`src/rtl/vga_timing_gen.sv`:
```
// Raster timing source for the game renderer: free-running pixel/line counters,
// registered display/frame/line strobes and polarity-adjusted, delayed VGA sync.
module vga_timing_gen #(
   parameter int H_ACTIVE = 800,
   parameter int H_FP     = 56,
   parameter int H_SYNC   = 120,
   parameter int H_BP     = 64,
   parameter int V_ACTIVE = 600,
   parameter int V_FP     = 37,
   parameter int V_SYNC   = 6,
   parameter int V_BP     = 23,
   parameter bit H_POL    = 1'b1,
   parameter bit V_POL    = 1'b1,
   parameter int SYNC_DLY = 2
) (
   input  logic        clk,
   input  logic        rst_n,
   output logic [10:0] x_pos,
   output logic [10:0] y_pos,
   output logic        display_en,
   output logic        hsync,
   output logic        vsync,
   output logic        frame_start,
   output logic        line_start
);

   localparam int H_TOTAL = H_ACTIVE + H_FP + H_SYNC + H_BP;
   localparam int V_TOTAL = V_ACTIVE + V_FP + V_SYNC + V_BP;

   localparam logic [10:0] H_LAST   = 11'(H_TOTAL - 1);
   localparam logic [10:0] V_LAST   = 11'(V_TOTAL - 1);
   localparam logic [10:0] H_VIS    = 11'(H_ACTIVE);
   localparam logic [10:0] V_VIS    = 11'(V_ACTIVE);
   localparam logic [10:0] HS_FIRST = 11'(H_ACTIVE + H_FP);
   localparam logic [10:0] HS_LAST  = 11'(H_ACTIVE + H_FP + H_SYNC - 1);
   localparam logic [10:0] VS_FIRST = 11'(V_ACTIVE + V_FP);
   localparam logic [10:0] VS_LAST  = 11'(V_ACTIVE + V_FP + V_SYNC - 1);

   if (H_TOTAL > 2048 || V_TOTAL > 2048 || SYNC_DLY < 0 || SYNC_DLY > 7) begin : g_param_check
      $error("vga_timing_gen: timing parameters out of range");
   end

   logic [10:0] h_cnt_q, h_cnt_d;
   logic [10:0] v_cnt_q, v_cnt_d;
   logic        display_en_q, display_en_d;
   logic        frame_start_q, frame_start_d;
   logic        line_start_q, line_start_d;
   logic        hsync_raw_q, hsync_raw_d;
   logic        vsync_raw_q, vsync_raw_d;

   // Strobes and raw sync are decoded from the next-state counts so that, once
   // registered, they line up with x_pos/y_pos on the same cycle.
   always_comb begin
      h_cnt_d = (h_cnt_q == H_LAST) ? 11'd0 : h_cnt_q + 11'd1;
      v_cnt_d = v_cnt_q;
      if (h_cnt_q == H_LAST) begin
         v_cnt_d = (v_cnt_q == V_LAST) ? 11'd0 : v_cnt_q + 11'd1;
      end
      display_en_d  = (h_cnt_d < H_VIS) && (v_cnt_d < V_VIS);
      line_start_d  = (h_cnt_d == 11'd0);
      frame_start_d = (h_cnt_d == 11'd0) && (v_cnt_d == 11'd0);
      hsync_raw_d   = ((h_cnt_d >= HS_FIRST) && (h_cnt_d <= HS_LAST)) ? H_POL : !H_POL;
      vsync_raw_d   = ((v_cnt_d >= VS_FIRST) && (v_cnt_d <= VS_LAST)) ? V_POL : !V_POL;
   end

   // Reset parks the raster on the last blanking pixel so the first edge
   // after release starts a complete frame at (0,0).
   always_ff @(posedge clk or negedge rst_n) begin
      if (!rst_n) begin
         h_cnt_q       <= H_LAST;
         v_cnt_q       <= V_LAST;
         display_en_q  <= 1'b0;
         frame_start_q <= 1'b0;
         line_start_q  <= 1'b0;
         hsync_raw_q   <= !H_POL;
         vsync_raw_q   <= !V_POL;
      end else begin
         h_cnt_q       <= h_cnt_d;
         v_cnt_q       <= v_cnt_d;
         display_en_q  <= display_en_d;
         frame_start_q <= frame_start_d;
         line_start_q  <= line_start_d;
         hsync_raw_q   <= hsync_raw_d;
         vsync_raw_q   <= vsync_raw_d;
      end
   end

   assign x_pos       = h_cnt_q;
   assign y_pos       = v_cnt_q;
   assign display_en  = display_en_q;
   assign frame_start = frame_start_q;
   assign line_start  = line_start_q;

   // Sync is delayed to match the renderer's colour pipeline; the delay line
   // resets to the inactive level so no runt pulse follows a reset.
   if (SYNC_DLY == 0) begin : g_no_dly
      assign hsync = hsync_raw_q;
      assign vsync = vsync_raw_q;
   end else begin : g_dly
      logic hs_stage_q [SYNC_DLY];
      logic vs_stage_q [SYNC_DLY];

      always_ff @(posedge clk or negedge rst_n) begin
         if (!rst_n) begin
            for (int i = 0; i < SYNC_DLY; i++) begin
               hs_stage_q[i] <= !H_POL;
               vs_stage_q[i] <= !V_POL;
            end
         end else begin
            hs_stage_q[0] <= hsync_raw_q;
            vs_stage_q[0] <= vsync_raw_q;
            for (int i = 1; i < SYNC_DLY; i++) begin
               hs_stage_q[i] <= hs_stage_q[i-1];
               vs_stage_q[i] <= vs_stage_q[i-1];
            end
         end
      end

      assign hsync = hs_stage_q[SYNC_DLY-1];
      assign vsync = vs_stage_q[SYNC_DLY-1];
   end

endmodule
```
`config.mk`:
```
export PLATFORM = sky130hd
export DESIGN_NAME = vga_timing_gen
export DESIGN_NICKNAME = d
export VERILOG_FILES = /design/src/rtl/vga_timing_gen.sv
export SDC_FILE = /design/constraint.sdc
export NUM_CORES = 1
export LEC_CHECK = 0
export BUFFER_PORTS_ARGS = -buffer_cell sky130_fd_sc_hd__buf_2
export CORE_MARGIN = 1
export CORE_UTILIZATION = 56
export DETAILED_ROUTE_END_ITERATION = 8
export PLACE_DENSITY = 0.79
export SLEW_MARGIN = 30
export SYNTH_ARGS = -nofsm -noshare
export SYNTH_HDL_FRONTEND = slang
export SYNTH_SLANG_ARGS = --single-unit
```
`constraint.sdc`:
```
create_clock -name clk -period 3.14 [get_ports clk]
set_input_delay 0.314 -clock clk [delete_from_list [all_inputs] [get_ports clk]]
set_output_delay 0.314 -clock clk [all_outputs]
set_load 0.03 [all_outputs]
```
==> impl_metrics.py <==
metrics = {
    "outcome": {
        "outcome": "complete, no violations",
    },
    "critical_path": {
        "cp_num_cells": 8,
        "critPathBufInv": 1,
        "crit_path_max_incr_delay_ns": 0.59,
        "crit_chain": "ha_1, nand3_1, nor3_4, and4_1, xnor2_1, inv_1, nor3_1, a21boi_1",
        "required_ns": 3.41,
        "endpoint_kind": "register",
        "worst-setup-path-type": "register to register",
        "cp_top_family": "simple AND/OR/NAND/NOR gates",
        "worst_setup_path_start_kind": "register",
        "cp_slowest_cell": "dfstp_2",
        "arrival_ns": 2.94,
        "r2r_cells": 8,
        "crit_fanout": 9,
    },
    "cells_and_area": {
        "drive_gt1_frac": 0.3028,
        "utilization": 0.6651,
        "final_cell_mix": "buf_2, dfrtp_1, nand2_1",
        "n_antenna_cell": 0,
        "area_delta_synth_final_pct": 8.902,
        "fin_nets": 223,
        "final_cells": 262,
        "final_common_cell": "buf_2",
    },
    "routing": {
        "via_count": 1601,
        "drt-total-wl_um": 4339,
        "firstDrtPassIters": 4,
        "wl_per_cell_um": 16.56,
        "drtIter0Drc": 157,
        "ant_nets": 0,
        "vias_per_cell": 6.111,
        "drcViolationCount": 0,
    },
    "clock_tree": {
        "clockRootBuffer": "clkbuf_4",
        "cts_tree": "built",
        "insertion_delay_ns": 0.34,
        "numCtsBuffers": 5,
        "ctsHoldBuffers": 0,
        "cts_setup_buffers": 0,
        "clock_path_buffers": 2,
        "clkSinkCount": 31,
        "htree_levels": 2,
        "path_clk_slew_ns": 0.10,
        "postCtsResizedCells": 0,
    },
    "sta": {
        "finalSetupViolCount": 0,
        "min_period_over_period": 0.8532,
        "setup_tns_ns": 0,
        "rsz0062_at_grt": "false",
        "max_freq_mhz": 373.3,
        "hold_ws_ns": 0.009759,
        "drv_slew": 0,
        "final.setup_skew_ns": 0.01438,
        "relSlewSlack": 0.5427,
        "hold_viol_final": 0,
        "worst_slew_pin_slew_ns": 0.6860,
        "period_needed_ns": 2.679,
    },
    "placed_design": {
        "portBuffers": 28,
        "post-dp-hpwl_um": 3161,
        "dp_cells": 254,
        "routabilityCongestion": 0.9277,
    },
    "floorplanning": {
        "die_area_um2": 3677,
        "core-area_um2": 3153,
        "initial_core_util": 0.6107,
        "die_h_um": 60.64,
        "die_width_um": 60.64,
        "io_pins": 29,
        "placementRows": 20,
    },
    "power": {
        "vdd_ir_drop_max_mv": 0.2134,
        "power_density_nw_per_um2": 300.0,
        "leakage_nw": 0.9236,
        "power_uw": 629.0,
    },
    "yosys": {
        "yosysTopAreaCell": "dfrtp_1",
        "synth.distinct_cells": 60,
        "synth_compound_area_frac": 0.1378,
        "synth_edf_count": 0,
        "synth_nets": 199,
        "ys_warn_count": 0,
        "synthArstFlopShare": 1.000,
        "ys_seq_area_frac": 0.4094,
        "synth_xor_area_frac": 0.05913,
        "yosys-mux-area-fraction": 0.005848,
        "synth-adder-area-share": 0.02599,
        "synth-seq-cells": 31,
        "synth.top_cell.area_share": 0.2729,
        "ys.flop_type": "dfrtp_1",
        "synth_simple_gate_area_frac": 0.2917,
        "synth.area.top_cells": "dfrtp_1, dfstp_2, xnor2_1, nor3_1, nand4b_1",
        "synthesis.area_um2": 1926,
        "avgSynthCellArea_um2": 9.977,
        "synthCells": 193,
        "synth_top_family_by_area": "simple AND/OR/NAND/NOR gates",
    },
    "grt": {
        "gr-usage-met2": 0.4066,
        "busiest_layer": "met2",
        "grt_max_degree": 32,
        "grt_usage": 0.2659,
        "grt_pass1_wl_um": 7072,
        "grt_util_met3": 0.06823,
        "grt_antenna_before_repair": 0,
        "gr-total-overflow": 0,
        "grt_pass1_vias": 1489,
        "use_met1": 0.3592,
    },
    "hold_path": {
        "hp-class": "input port to async pin",
    },
    "run": {
        "max_cap_viol_count": 0,
    },
}
==> path summary, 6_finish.rpt <==
check                                                    from                     to  slack (ns)
max in group asynchronous                               rst_n   display_en$_DFF_PN0_        2.68
worst min-delay path                                    rst_n  hsync_raw_q$_DFF_PN0_        0.01
worst min register to register  g_dly.hs_stage_q[1]$_DFF_PN0_        hsync$_DFF_PN0_        0.36
min in group clk                g_dly.hs_stage_q[1]$_DFF_PN0_        hsync$_DFF_PN0_        0.36
worst max register to register             x_pos[0]$_DFF_PN1_  vsync_raw_q$_DFF_PN0_        0.46
worst max-delay path                       x_pos[0]$_DFF_PN1_  vsync_raw_q$_DFF_PN0_        0.46
==> cells in the mapped netlist (3+ instances only) <==
cell      instances
a21oi_1           4
dfrtp_1          21
and3_1            6
nand2_1          13
and4_1            3
nor4_2            4
o21ai_0           3
nor2_1           10
clkbuf_1          3
inv_1            12
nand4b_1          6
nor4_1            3
ha_1              4
nand3_1           7
xor2_1            3
buf_2             4
nand4_1           8
a31oi_1           3
dfstp_2          10
xnor2_1          10
nor3_1           11
o21ai_1           3
==> metal layers <==
layer,vias up,routed length [um]
met5,-,0
met4,0,85
met3,9,298
met2,68,2023
met1,760,1932
li1,764,-
==> cell type report <==
type                            count  area, um2
Tap cell                           44      55.05
Inverter                           14      53.80
Clock inverter                      1      5.005
Clock buffer                        7      45.04
Fill cell                         261       1056
Timing Repair Buffer               29      147.6
Sequential cell                    31      788.3
Multi-Input combinational cell    136       1002
==> registers in the layout, indices dropped and copies added, names as in the netlist <==
register,flops
vsync_raw_q,1
g_dly.vs_stage_q,1
hsync,1
g_dly.hs_stage_q,1
x_pos,11
hsync_raw_q,1
line_start,1
display_en,1
frame_start,1
y_pos,11
vsync,1
==> cells by family (layout without fill, tap and decap cells) <==
logic type,Yosys count,count (layout)
adders and majority gates,4,4
xor gates and xnor gates,13,13
buffers and inverters,26,51
DFF,31,31
and+or+nand+nor,85,85
AOI/OAI and AO/OA,33,33
muxes,1,1
==> stage by stage <==
stage / worst slack (ns) / area [um2]
after global placement: 0.6540 / 2047
after detailed placement: 0.4747 / 2047
final: 0.4611 / 2097
after CTS: 0.4490 / 2097
after floorplan: 0.7242 / 1926
after global routing: 0.2389 / 2097
==> power by group <==
part	total [mW]	switching, mW	internal, mW
logic	0.00788	0.00743	0.000447
clock network	0.221	0.134	0.0871
registers	0.400	0	0.400
total	0.629	0.142	0.487
Power figures use the tool's default switching activity.
